### src/rtl/ram_result_tx.sv
// Reads Word_count words from Data RAM and sends each as two 8N1 UART bytes, low byte first.
// Optional build macro RESULT_TX_CHECKSUM_EN appends a two's-complement checksum word.
module ram_result_tx #(
    parameter int CLKS_PER_BIT = 868,
    parameter int BIT_WIDTH    = 16,
    parameter int ADDR_WIDTH   = 9
) (
    input  logic                  Clk,
    input  logic                  Rst_n,
    input  logic                  Start,
    input  logic [ADDR_WIDTH-1:0] Base_addr,
    input  logic [ADDR_WIDTH:0]   Word_count,
    output logic                  Rd_en,
    output logic [ADDR_WIDTH-1:0] Rd_addr,
    input  logic [BIT_WIDTH-1:0]  Rd_data,
    output logic                  o_Tx_Serial,
    output logic                  Busy,
    output logic                  Done
);

    localparam int BAUD_W = $clog2(CLKS_PER_BIT);
    localparam logic [BAUD_W-1:0] BAUD_LAST = BAUD_W'(CLKS_PER_BIT - 1);

    typedef enum logic [2:0] {
        S_IDLE, S_FETCH, S_WAIT, S_START, S_DATA, S_STOP, S_DONE
    } t_state;

    t_state                r_state;
    logic                  r_tx;
    logic                  r_busy;
    logic                  r_done;
    logic                  r_rd_en;
    logic [ADDR_WIDTH-1:0] r_rd_addr;
    logic [ADDR_WIDTH:0]   r_words_left;
    logic [BAUD_W-1:0]     r_baud;
    logic [3:0]            r_bit;
    logic                  r_byte_hi;
    logic [BIT_WIDTH-1:0]  r_shift;
    logic                  w_baud_end;
    logic [BIT_WIDTH-1:0]  w_load;

    assign w_baud_end  = (r_baud == BAUD_LAST);
    assign o_Tx_Serial = r_tx;
    assign Busy        = r_busy;
    assign Done        = r_done;
    assign Rd_en       = r_rd_en;
    assign Rd_addr     = r_rd_addr;

`ifdef RESULT_TX_CHECKSUM_EN
    logic                 r_trailer;
    logic [BIT_WIDTH-1:0] r_acc;
    logic [BIT_WIDTH-1:0] w_cks;

    assign w_cks  = ~r_acc + BIT_WIDTH'(1);
    assign w_load = r_trailer ? w_cks : Rd_data;

    always_ff @(posedge Clk) begin
        if (r_state == S_IDLE && Start)
            r_acc <= '0;
        else if (r_state == S_WAIT && !r_trailer)
            r_acc <= r_acc + Rd_data;
    end
`else
    assign w_load = Rd_data;
`endif

    // Word shift register: loaded in WAIT, shifted once per data bit sent.
    always_ff @(posedge Clk) begin
        if (r_state == S_WAIT)
            r_shift <= w_load;
        else if (w_baud_end && (r_state == S_START || (r_state == S_DATA && r_bit != 4'd8)))
            r_shift <= {1'b0, r_shift[BIT_WIDTH-1:1]};
    end

    always_ff @(posedge Clk or negedge Rst_n) begin
        if (!Rst_n) begin
            r_state      <= S_IDLE;
            r_tx         <= 1'b1;
            r_busy       <= 1'b0;
            r_done       <= 1'b0;
            r_rd_en      <= 1'b0;
            r_rd_addr    <= '0;
            r_words_left <= '0;
            r_baud       <= '0;
            r_bit        <= '0;
            r_byte_hi    <= 1'b0;
`ifdef RESULT_TX_CHECKSUM_EN
            r_trailer    <= 1'b0;
`endif
        end else begin
            r_rd_en <= 1'b0;
            r_done  <= 1'b0;
            case (r_state)
                S_IDLE: begin
                    if (Start) begin
                        r_rd_addr    <= Base_addr;
                        r_words_left <= Word_count;
                        r_byte_hi    <= 1'b0;
`ifdef RESULT_TX_CHECKSUM_EN
                        // An empty request still sends the checksum word, so it never skips FETCH.
                        r_trailer    <= (Word_count == '0);
                        r_rd_en      <= (Word_count != '0);
                        r_busy       <= 1'b1;
                        r_state      <= S_FETCH;
`else
                        if (Word_count == '0) begin
                            r_state <= S_DONE;
                        end else begin
                            r_rd_en <= 1'b1;
                            r_busy  <= 1'b1;
                            r_state <= S_FETCH;
                        end
`endif
                    end
                end
                S_FETCH: r_state <= S_WAIT;
                S_WAIT: begin
                    r_tx    <= 1'b0;
                    r_baud  <= '0;
                    r_bit   <= '0;
                    r_state <= S_START;
                end
                S_START: begin
                    if (w_baud_end) begin
                        r_baud  <= '0;
                        r_tx    <= r_shift[0];
                        r_bit   <= 4'd1;
                        r_state <= S_DATA;
                    end else begin
                        r_baud <= r_baud + BAUD_W'(1);
                    end
                end
                S_DATA: begin
                    if (w_baud_end) begin
                        r_baud <= '0;
                        if (r_bit == 4'd8) begin
                            r_tx    <= 1'b1;
                            r_bit   <= 4'd9;
                            r_state <= S_STOP;
                        end else begin
                            r_tx  <= r_shift[0];
                            r_bit <= r_bit + 4'd1;
                        end
                    end else begin
                        r_baud <= r_baud + BAUD_W'(1);
                    end
                end
                S_STOP: begin
                    if (w_baud_end) begin
                        r_baud <= '0;
                        r_bit  <= '0;
                        if (!r_byte_hi) begin
                            r_byte_hi <= 1'b1;
                            r_tx      <= 1'b0;
                            r_state   <= S_START;
                        end else begin
                            r_byte_hi <= 1'b0;
                            if (r_words_left > (ADDR_WIDTH+1)'(1)) begin
                                r_words_left <= r_words_left - (ADDR_WIDTH+1)'(1);
                                r_rd_addr    <= r_rd_addr + ADDR_WIDTH'(1);
                                r_rd_en      <= 1'b1;
                                r_state      <= S_FETCH;
`ifdef RESULT_TX_CHECKSUM_EN
                            end else if (!r_trailer) begin
                                r_trailer    <= 1'b1;
                                r_words_left <= '0;
                                r_state      <= S_FETCH;
`endif
                            end else begin
                                r_busy  <= 1'b0;
                                r_done  <= 1'b1;
                                r_state <= S_DONE;
                            end
                        end
                    end else begin
                        r_baud <= r_baud + BAUD_W'(1);
                    end
                end
                S_DONE: begin
                    // An empty request arrives here with Done low and pulses it one cycle later.
                    if (r_done) r_state <= S_IDLE;
                    else        r_done  <= 1'b1;
                end
                default: r_state <= S_IDLE;
            endcase
        end
    end

endmodule

### config.mk
export PLATFORM = sky130hd
export DESIGN_NAME = ram_result_tx
export DESIGN_NICKNAME = d
export VERILOG_FILES = /design/src/rtl/ram_result_tx.sv
export SDC_FILE = /design/constraint.sdc
export NUM_CORES = 1
export LEC_CHECK = 0
export ABC_AREA = 0
export BUFFER_PORTS_ARGS = -buffer_cell sky130_fd_sc_hd__buf_2
export CAP_MARGIN = 40
export CORE_MARGIN = 2
export CORE_UTILIZATION = 51
export DETAILED_ROUTE_END_ITERATION = 7
export MAX_ROUTING_LAYER = met4
export PLACE_DENSITY = 0.76
export SKIP_LAST_GASP = 1
export SYNTH_ARGS = -nofsm -noshare
export SYNTH_HDL_FRONTEND = slang
export SYNTH_SLANG_ARGS = --single-unit
export TNS_END_PERCENT = 1
### constraint.sdc
create_clock -name Clk -period 2.8 [get_ports Clk]
set_input_delay 0.14 -clock Clk [delete_from_list [all_inputs] [get_ports Clk]]
set_output_delay 0.14 -clock Clk [all_outputs]
set_load 0.1 [all_outputs]
# Word-level counts from Yosys, hierarchy flattened

Cells that the tools add are included.

Flip-flop bits (word level): 57
Input bits: 38
Output and inout bits: 13
Word-level logic and storage cells: 108

Add/sub/neg operators: 4
Order comparisons: 1
Equal/unequal tests: 20
Mux-type cells: 56
Reduce and logical (&&, ||, !) cells: 16

Operators with widths:

| cell                                                           | number |
|---|---|
| 2-to-1 mux 10 bit                                              | 5 |
| one-hot mux 10 bit (2 select lines)                            | 2 |
| 2-to-1 mux 9 bit                                               | 4 |
| 2-to-1 mux 16 bit                                              | 2 |
| 2-to-1 mux 3 bit                                               | 9 |
| 2-to-1 mux 1 bit                                               | 22 |
| one-hot mux 3 bit (7 select lines)                             | 1 |
| != test 2 bit, second input constant                           | 10 |
| one-hot mux 9 bit (2 select lines)                             | 1 |
| 2-to-1 mux 4 bit                                               | 4 |
| one-hot mux 4 bit (4 select lines)                             | 1 |
| AND reduction 6 bit                                            | 2 |
| adder 10 x 1 -> 10 bit, second input constant                  | 1 |
| equality test 10 bit, second input constant                    | 1 |
| greater-than comparator 10 x 1 -> 1 bit, second input constant | 1 |
| logical NOT 10 bit                                             | 1 |
| AND reduction 5 bit                                            | 2 |
| subtractor 10 x 1 -> 10 bit, second input constant             | 1 |
| adder 9 x 1 -> 9 bit, second input constant                    | 1 |
| equality test 3 bit, second input constant                     | 3 |
| one-hot mux 1 bit (2 select lines)                             | 4 |
| equality test 3 x 2 -> 1 bit, second input constant            | 2 |
| nonzero test 2 bit                                             | 3 |
| adder 4 x 1 -> 4 bit, second input constant                    | 1 |
| other kinds (12)                                               | 13 |

# Longest topological paths before layout

Gate-level depths: netlist of run 1.

Depth after elaboration: 6
Depth in mapped cells: 8
Gate-level depth less buffers: 7

# Worst setup path before layout of run 1

Ideal clock, no wire load.

Kind: reg-to-reg
From: reg r_baud[0]
To: reg r_shift[0], enable pin
Setup time: 0.394 ns
Data arrival time: 2.317 ns
Data required time: 2.406 ns
Path slack: 0.089 ns
Stages on the path, launching flop included: 7
Path buffers: 1
Clock period less this slack: 2.711 ns
Cell sequence: dfrtp_1 -> ha_1 -> or3b_1 -> nor3_1 -> clkbuf_1 -> nand2_1 -> a21oi_1

Word-level cells in the longest chain between the ends: 3

RTL lines:

| element                             | line | text |
|---|---|---|
| from (decl)                         | 35   | `logic [BAUD_W-1:0] r_baud;` |
| from (signal assigned)              | 130  | `r_baud <= r_baud + BAUD_W'(1);` |
| from (signal assigned)              | 145  | `r_baud <= r_baud + BAUD_W'(1);` |
| from (signal assigned)              | 176  | `r_baud <= r_baud + BAUD_W'(1);` |
| equality test 10 bit                | 42   | `assign w_baud_end = (r_baud == BAUD_LAST);` |
| logical AND 1 bit                   | 71   | `else if (w_baud_end && (r_state == S_START \|\| (r_state == S_DATA && r_bit != 4'd8)))` |
| nonzero test 2 bit (no source line) | n/a  |  |
| to (signal assigned)                | 70   | `r_shift <= w_load;` |
| to (signal assigned)                | 72   | `r_shift <= {1'b0, r_shift[BIT_WIDTH-1:1]};` |
| to (decl)                           | 38   | `logic [BIT_WIDTH-1:0] r_shift;` |

No other way between the ends.
A chain may end at the register's enable or synchronous reset.

# Final worst setup path of run 1

From: reg r_baud[0]
To: reg r_rd_addr[3] (netlist: Rd_addr[3])

Word-level cells in the longest chain between the ends: 3

RTL lines:

| element                              | line | text |
|---|---|---|
| equality test 10 bit                 | 42   |  |
| != test 2 bit (no source line)       | n/a  |  |
| AND reduction 5 bit (no source line) | n/a  |  |
| to (signal assigned)                 | 96   | `r_rd_addr <= Base_addr;` |
| to (signal assigned)                 | 160  | `r_rd_addr <= r_rd_addr + ADDR_WIDTH'(1);` |
| to (decl)                            | 33   | `logic [ADDR_WIDTH-1:0] r_rd_addr;` |

No other way between the ends.

==> results of run 1 <==
-- cell type report --
| type | count | area share, % |
|---|---|---|
| multi-input cells | 248 | 40.9 |
| flip-flops and latches | 57 | 39.5 |
| inverters | 12 | 1.18 |
| well taps | 75 | 2.46 |
| repair buffers | 64 | 9.90 |
| clock inverters | 6 | 2.79 |
| clock buffers | 10 | 3.34 |
-- critical path, stage by stage (launching register included) --
cell	delay, ns
dfrtp_1	0.39
ha_1	0.22
or3b_1	0.38
or4_4	0.46
a221o_1	0.53
a21oi_1	0.18
o22ai_1	0.10
-- kinds of logic after synthesis --
| group | after synthesis | share of synthesized area (%) |
|---|---|---|
| AOI/OAI and AO/OA | 108 | 21.2 |
| xor gates and xnor gates | 1 | 0.274 |
| adders and majority gates | 7 | 2.74 |
| buffers and inverters | 29 | 3.96 |
| DFF | 57 | 47.2 |
| muxes | 19 | 6.58 |
| and+or+nand+nor | 113 | 18.1 |
-- worst max-delay path by stage --
| stage | start | to | slack (ns) | depth (start not counted) |
|---|---|---|---|---|
| global route | r_baud[0] | o_Tx_Serial | 0.20 | 7 |
| global placement | r_baud[0] | Rd_addr[8] | 0.30 | 7 |
| floorplan | r_baud[0] | r_shift[0] | 0.09 | 6 |
| detailed placement | r_baud[0] | Rd_addr[8] | 0.20 | 7 |
| CTS | r_baud[0] | Rd_addr[5] | 0.20 | 7 |
| finish | r_baud[0] | Rd_addr[3] | 0.39 | 6 |
-- stage by stage --
| step | utilization [%] | hold WS, ns | cell area [um^2] | setup WS, ns |
|---|---|---|---|---|
| after floorplan | - | -0.156 | 3190 | 0.0891 |
| after global placement | 59.0 | 0.336 | 3530 | 0.299 |
| after detailed placement | 59.4 | 0.153 | 3560 | 0.201 |
| after CTS | 63.5 | 0.0430 | 3800 | 0.196 |
| after global routing | 63.7 | 0.0444 | 3820 | 0.202 |
| final | 63.7 | 0.0626 | 3820 | 0.390 |
-- cells in the final DEF, fill, tap and decap left out, types with 3 or more instances in the layout --
cell,n
a21o_1,4
dfrtp_1,40
o32ai_1,3
clkbuf_8,9
buf_4,12
edfxtp_1,16
bufinv_16,3
and3_1,3
nor2b_1,4
o21bai_1,3
mux2_2,16
a22o_1,3
a21oi_1,32
nand4_1,5
a31oi_1,3
o2bb2ai_1,5
mux2i_1,3
or3_1,4
buf_2,50
o21ai_0,33
inv_1,12
nand3_1,11
nand2_1,29
nor4_1,4
o22ai_1,4
o21ai_1,5
ha_1,7
nor3_1,8
nor2_1,24
nand2b_1,4
and2_1,3
-- sequential cells by signal, summed over array words and instances, names as in the netlist, 3 cells and up --
name and flops:
r_baud 10, r_shift 16, r_state 3, r_words_left 10
r_bit 4, Rd_addr 9
-- report_power, final --
| part | switching [mW] | internal [mW] | leakage (nW) |
|---|---|---|---|
| clock | 0.329 | 0.587 | 0.114 |
| combinational | 1.35 | 0.650 | 0.840 |
| sequential | 0.236 | 1.20 | 0.660 |
| total | 1.91 | 2.43 | 1.61 |
-- per-layer routing --
metal | up-vias | share of wire, % | track usage, %
met5 | - | 0 | -
met4 | 0 | 0.37 | 7.60
met3 | 2 | 5.0 | 6.16
met2 | 70 | 51 | 35.6
met1 | 1324 | 44 | 28.0
li1 | 1360 | - | -
-- what timing repair did --
item | 4_1_cts | 5_1_grt
hold buffers | 1 | 0
resized for setup | 0 | 0
setup endpoints to repair | 0 | 1
endpoints found under the hold margin | 20 | 0
setup buffers | 0 | 2
==> impl_metrics.json, run 1 <==
{
  "arrival_ns": 2.60,
  "syn_inst": 334,
  "cts_tree": "yes",
  "n_antenna_cell": 0,
  "crit-reg2reg-launch": "r_baud[0]",
  "drtIter0Drc": 153,
  "slew_violations": 0,
  "hold_path_end": "Rd_addr[1]",
  "peakVddDrop_v": 0.000877,
  "rows": 28,
  "period_share_pct": 86.1,
  "path_clk_slew_ns": 0.06,
  "synthTopCellsByCount": "40 x dfrtp_1, 33 x o21ai_0, 32 x a21oi_1, 29 x nand2_1, 24 x nor2_1",
  "pwr_density_cell_nw_per_um2": 1140,
  "yosys_warnings": 0,
  "first_pass_iters": 5,
  "portBuffers": 50,
  "whs_path_depth": 3,
  "place_congestion": 0.842,
  "tightest_slew_ns": 0.677,
  "syn2layout_area_growth_pct": 19.5,
  "final_layout_size_suffix_gt1_share_pct": 24.7,
  "synth_edf_count": 16,
  "ys_top_cells_by_area": "dfrtp_1 31%, edfxtp_1 15%, mux2_2 5.6%",
  "yosys.area.top_type": "dfrtp_1",
  "multi_input_area_um2": 1560,
  "route.vias.total": 2756,
  "worstPathRequired_ns": 2.99,
  "die_w_um": 83.1,
  "fin_setup_tns_ns": 0,
  "dieHeight_um": 83.1,
  "hold_start": "Base_addr[1]",
  "first_global_vias": 2766,
  "worstSetupEndpointType": "flip-flop",
  "clock_skew_ns": 0.0100,
  "yosysUniqueCellTypes": 55,
  "syn_nets": 379,
  "yosysMostFrequentCell": "dfrtp_1",
  "avgSynthCellArea_um2": 9.56,
  "startpoint_type": "flip-flop",
  "synth_flop_cell": "dfrtp_1",
  "power_mw": 4.34,
  "rsz0062_at_grt": "false",
  "start_util_pct": 53.3,
  "finalSetupViolations": 0,
  "ys_ff_latch": 57,
  "wl_per_cell_um": 14.9,
  "reg2regPathDepth": 6,
  "drc_errors": 0,
  "dp.cells": 453,
  "wl_um": 7050,
  "final_nets": 437,
  "clk_path_buf_depth": 2,
  "clk_latency_ns": 0.33,
  "relSlewSlack_pct": 54.7,
  "hold_path_class": "primary input to flip-flop",
  "nFillCells": 487,
  "hpwl_um": 4970,
  "antenna_found_initial": 0,
  "outcome": "completed",
  "dieArea_um2": 6910,
  "synthArstFlopShare_pct": 71.9,
  "h-tree-depth": 3,
  "antenna_left": 0,
  "maxCapViolCount": 0,
  "grt_pass1_wl_um": 12300,
  "grt.total_usage_pct": 22.5,
  "max_freq_mhz": 415,
  "synth_top_area_share_pct": 31.3,
  "fin_crit_ns": 2.41,
  "cts_root_buffer": "clkbuf_8",
  "yosysSeqAreaShare_pct": 47.2,
  "viasPerCell": 5.84,
  "regArea_um2": 1510,
  "path_class": "flip-flop to flip-flop",
  "overflow": 0,
  "r2r_slack_ns": 0.39,
  "final_cells": 472,
  "r2r-end": "Rd_addr[3]",
  "clock-sinks": 57,
  "hold_viol": 0,
  "p_leak_nw": 1.61,
  "core-area_um2": 5990,
  "cts_made_buffers": 9,
  "grt_max_degree": 27,
  "netlist_area_um2": 3190,
  "pin_count": 51,
  "cp_max_fo": 11
}
Note: power is estimated with default switching activity, not from simulation.
==> run 2, diff against run 1 <==
--- a/config.mk
+++ b/config.mk
@@ -9,10 +9,9 @@
 export BUFFER_PORTS_ARGS = -buffer_cell sky130_fd_sc_hd__buf_2
 export CAP_MARGIN = 40
 export CORE_MARGIN = 2
-export CORE_UTILIZATION = 51
+export CORE_UTILIZATION = 30
 export DETAILED_ROUTE_END_ITERATION = 7
 export MAX_ROUTING_LAYER = met4
-export PLACE_DENSITY = 0.76
 export SKIP_LAST_GASP = 1
 export SYNTH_ARGS = -nofsm -noshare
 export SYNTH_HDL_FRONTEND = slang
==> constraint.sdc (replaced) <==
create_clock -name Clk -period 2.9 [get_ports Clk]
set_input_delay 0.145 -clock Clk [delete_from_list [all_inputs] [get_ports Clk]]
set_output_delay 0.145 -clock Clk [all_outputs]
set_load 0.1 [all_outputs]
==> impl_metrics.json, run 2 (same netlist as run 1, synthesis figures left out) <==
{
  "fin_crit_ns": 2.44,
  "tightest_slew_ns": 0.663,
  "pin_count": 51,
  "place_congestion": 0.822,
  "design_area_um2": 3820,
  "syn2layout_area_growth_pct": 19.7,
  "final_nets": 434,
  "drtIter0Drc": 172,
  "cts_made_buffers": 9,
  "period_share_pct": 84.1,
  "drc_errors": 0,
  "arrival_ns": 2.65,
  "peakVddDrop_v": 0.000542,
  "clock_skew_ns": 0.0160,
  "first_pass_iters": 4,
  "fin_util_pct": 37.0,
  "clk_latency_ns": 0.35,
  "cp_slowest_cell": "or4_4",
  "top_register": "r_shift",
  "max_freq_mhz": 410,
  "n_antenna_cell": 0,
  "grt_pass1_wl_um": 12700,
  "final_layout_size_suffix_gt1_share_pct": 24.4,
  "maxCapViolCount": 0,
  "wl_um": 7420,
  "fin_setup_tns_ns": 0,
  "worstSetupEndpointType": "flip-flop",
  "dp.cells": 513,
  "final_cells": 530,
  "relSlewSlack_pct": 55.5,
  "start_util_pct": 30.9,
  "first_global_vias": 2761,
  "grt_max_degree": 37,
  "rsz0062_at_grt": "false",
  "fin_ws_ns": 0.462,
  "die_w_um": 107,
  "h-tree-depth": 3,
  "finalSetupViolations": 0,
  "rows": 37,
  "dieArea_um2": 11500,
  "max_stage_delay_ns": 0.45,
  "cts_setup_buffers": 0,
  "outcome": "completed",
  "place_area_um2": 3620,
  "dieHeight_um": 107,
  "worstPathRequired_ns": 3.11,
  "cts_root_buffer": "clkbuf_8",
  "viasPerCell": 5.19,
  "cp_max_fo": 26,
  "portBuffers": 50,
  "path_class": "flip-flop to flip-flop",
  "largestRegisters": "r_shift: 16 flops, r_baud: 10 flops, r_words_left: 10 flops",
  "startpoint_type": "flip-flop",
  "path_delay_family": "simple AND/OR/NAND/NOR gates",
  "overflow": 0,
  "hpwl_um": 5170,
  "grt.total_usage_pct": 14.2,
  "nFillCells": 1030,
  "antenna_found_initial": 0,
  "core-area_um2": 10300,
  "antenna_left": 0,
  "cts_tree": "yes",
  "clk_path_buf_depth": 2,
  "wl_per_cell_um": 14.0,
  "hold_path_class": "primary input to flip-flop",
  "layout_common_cells": "50 x buf_2, 40 x dfrtp_1, 33 x o21ai_0",
  "cp_num_buf_inv": 1,
  "post-place-ws_ns": 0.469,
  "largest_reg_flops": 16,
  "route.vias.total": 2752,
  "layout_commonest_cell": "buf_2",
  "path_clk_slew_ns": 0.08,
  "cp_cell_sequence": "ha_1, or3b_1, or4_4, a221oi_4, buf_4, o21ai_0, o2bb2ai_1",
  "hold_viol": 0,
  "pwr_density_cell_nw_per_um2": 1050,
  "p_leak_nw": 1.57,
  "clock-sinks": 57,
  "slew_violations": 0
}
==> run 2: cell types whose count changed in the layout (fill, tap and decap cells not counted) <==
cell        previous run  this run
buf_12                 0         1
buf_4                 12         9
clkinv_1               1         0
clkbuf_16              0         1
clkinvlp_4             1         2
buf_16                 1         0
clkbuf_8               9        10
clkinv_2               1         2
bufinv_16              3         0
==> run 2: layout make-up <==
type / count / area, um^2 / share of cell area, %
clock buffer: 12 / 166 / 4.35
clock inverter: 4 / 25.0 / 0.655
inverter: 12 / 45.0 / 1.18
multi-input combinational: 248 / 1560 / 40.8
sequential: 57 / 1510 / 39.4
tap: 136 / 170 / 4.45
timing repair buffer: 61 / 348 / 9.10
==> run 2: routing by layer <==
layer  vias to the layer above  track usage [%]  wire (um)
li1                       1350                -          -
met1                      1318             16.8       3340
met2                        74             22.9       3600
met3                        10             3.65        384
met4                         0             5.84        102
met5                         -                -          0
==> run 2: final timing paths <==
path                               from               to  cells after the start  slack (ns)
setup / recovery              r_baud[0]  r_words_left[7]                      7        0.46
hold / removal             Base_addr[1]       Rd_addr[1]                      3        0.05
setup reg to reg              r_baud[0]  r_words_left[7]                      7        0.46
hold reg to reg                r_bit[3]         r_bit[3]                      1        0.49
max in group asynchronous         Rst_n      o_Tx_Serial                      3        2.24
min in group asynchronous         Rst_n  r_words_left[0]                      2        0.15
==> run 2: power by group <==
part / internal, mW / switching, mW
combinational: 0.613 / 1.30
clock: 0.382 / 0.324
sequential: 1.15 / 0.221
==> run 2: repair_timing <==
action	CTS	global route
gates resized for setup	0	0
hold buffers	1	0
hold endpoints to repair	40	0
==> run 2: worst min-delay path: stages <==
cell and delay [ns]:
buf_2 0.10, nand2_1 0.05, a31oi_1 0.07
==> run 2: stage by stage <==
stage | power (mW) | hold slack, ns
after floorplan | 2.87 | -0.151
after global placement | 3.26 | 0.337
after detailed placement | 3.30 | -0.0112
after CTS | 4.04 | 0.0309
after global routing | 4.28 | 0.0332
final | 4.00 | 0.0497
==> run 3, diff against run 2 <==
==> constraint.sdc (replaced) <==
create_clock -name Clk -period 2.1 [get_ports Clk]
set_input_delay 0.105 -clock Clk [delete_from_list [all_inputs] [get_ports Clk]]
set_output_delay 0.105 -clock Clk [all_outputs]
set_load 0.1 [all_outputs]
==> impl_metrics.json, run 3 (same netlist as run 1, synthesis figures left out) <==
{
  "clock_skew_ns": 0.0135,
  "outcome": "complete, but fails checks",
  "largestRegisters": "r_shift: 16 flops, r_baud: 10 flops, r_words_left: 10 flops",
  "wl_um": 7750,
  "drtIter0Drc": 139,
  "peakVddDrop_v": 0.000918,
  "start_util_pct": 30.9,
  "h-tree-depth": 3,
  "cts_tree": "yes",
  "path_delay_family": "simple AND/OR/NAND/NOR gates",
  "slew_violations": 0,
  "clock-sinks": 57,
  "grt_pass1_wl_um": 13300,
  "hpwl_um": 5490,
  "layout_common_cells": "51 x buf_2, 40 x dfrtp_1, 35 x buf_4",
  "place_area_um2": 3830,
  "max_freq_mhz": 446,
  "place_congestion": 0.840,
  "arrival_ns": 2.46,
  "core-area_um2": 10300,
  "overflow": 0,
  "dieHeight_um": 107,
  "first_global_vias": 2856,
  "drc_errors": 0,
  "period_share_pct": 107,
  "cp_cell_sequence": "ha_2, or3b_1, or4_4, a221oi_4, buf_6, buf_6, o21ai_0, o2bb2ai_1",
  "fin_crit_ns": 2.24,
  "top_register": "r_shift",
  "cts_root_buffer": "clkbuf_8",
  "wl_per_cell_um": 13.8,
  "cts_made_buffers": 9,
  "first_pass_iters": 4,
  "maxCapViolCount": 0,
  "final_layout_size_suffix_gt1_share_pct": 30.4,
  "path_clk_slew_ns": 0.07,
  "route.vias.total": 2887,
  "final_nets": 464,
  "rows": 37,
  "pwr_density_cell_nw_per_um2": 1470,
  "p_leak_nw": 1.73,
  "rsz0062_at_grt": "true",
  "dieArea_um2": 11500,
  "violations": "setup timing",
  "fin_util_pct": 39.7,
  "n_antenna_cell": 0,
  "layout_commonest_cell": "buf_2",
  "finalSetupViolations": 19,
  "design_area_um2": 4100,
  "cp_num_buf_inv": 2,
  "worstSetupEndpointType": "flip-flop",
  "cp_slowest_cell": "or4_4",
  "portBuffers": 50,
  "hold_viol": 0,
  "cp_max_fo": 6,
  "tightest_slew_ns": 0.493,
  "nFillCells": 1026,
  "clk_path_buf_depth": 2,
  "grt_max_degree": 24,
  "syn2layout_area_growth_pct": 28.3,
  "antenna_left": 0,
  "viasPerCell": 5.16,
  "fin_ws_ns": -0.141,
  "crit_top_cell": "buf_6",
  "die_w_um": 107,
  "startpoint_type": "flip-flop",
  "worstPathRequired_ns": 2.32,
  "largest_reg_flops": 16,
  "clk_latency_ns": 0.34,
  "grt.total_usage_pct": 14.8,
  "max_stage_delay_ns": 0.45,
  "pin_count": 51,
  "path_class": "flip-flop to flip-flop",
  "relSlewSlack_pct": 67.2,
  "hold_path_class": "primary input to flip-flop",
  "antenna_found_initial": 0
}
run 3: changes by cell type in the layout (fill, tap and decap cells not counted), moves of 2 or more:
cell       delta
buf_6         +3
bufinv_16     +2
buf_4        +26
clkinv_2      -2
run 3: area by class of cell:
class                      instances  area, um^2  share of cell area [%]
clock buffer                       9         124                    3.02
clock inverter                     7        95.1                    2.32
inverter                          12        45.0                    1.10
multi-input combinational        248        1580                    38.4
sequential                        57        1510                    36.8
tap                              136         170                    4.15
timing repair buffer              91         582                    14.2
run 3: through the flow:
step | setup TNS [ns] | total power, mW | cells | hold slack, ns | setup WS (ns)
2_1_floorplan | -1.78 | 3.98 | 334 | -0.191 | -0.0942
4_1_cts | -2.66 | 6.02 | 556 | 0.00770 | -0.186
3_5_place_dp | -2.88 | 4.83 | 539 | 0.0991 | -0.204
3_3_place_gp | -1.81 | 4.76 | 539 | 0.0893 | -0.149
6_report | -1.67 | 6.03 | 560 | 0.0228 | -0.141
5_1_grt | -3.79 | 6.47 | 560 | 0.0254 | -0.246
run 3: repair_timing:
action / 4_1_cts / 5_1_grt
endpoints found under the setup margin: 19 / 45
gates resized for setup: 3 / 2
hold buffers: 1 / 0
pin swaps: 0 / 1
gates cloned: 0 / 2
hold endpoints to repair: 19 / 0
buffers inserted: 0 / 2
run 3: tightest hold or removal path, delay by kind of cell:
family	cells	cell delay (ns)
buffers and inverters	1	0.10
AOI/OAI and AO/OA	1	0.07
and+or+nand+nor	1	0.05
run 3: report_power, final:
group	total [mW]	internal (mW)	switching, mW
sequential	1.86	1.59	0.272
clock	1.14	0.665	0.475
combinational	3.03	1.11	1.91
total	6.03	3.37	2.66
run 3: routing by layer:
| layer | wire, um | GRT usage [%] | share of wire [%] |
|---|---|---|---|
| met3 | 473 | 4.13 | 6.1 |
| met1 | 3520 | 18.2 | 45 |
| met2 | 3640 | 23.7 | 47 |
| met4 | 111 | 4.55 | 1.4 |
| met5 | 0 | - | 0 |
run 3: path summary, 6_finish.rpt:
check / endpoint / cells past startpoint / slack, ns / startpoint
worst max-delay path: r_words_left[3] / 8 / -0.14 / r_baud[0]
worst min-delay path: Rd_addr[1] / 3 / 0.02 / Base_addr[1]
worst max register to register: r_words_left[3] / 8 / -0.14 / r_baud[0]
worst min register to register: r_bit[3] / 1 / 0.47 / r_bit[3]
max in group asynchronous: o_Tx_Serial / 3 / 1.09 / Rst_n
min in group asynchronous: r_words_left[2] / 2 / 0.26 / Rst_n
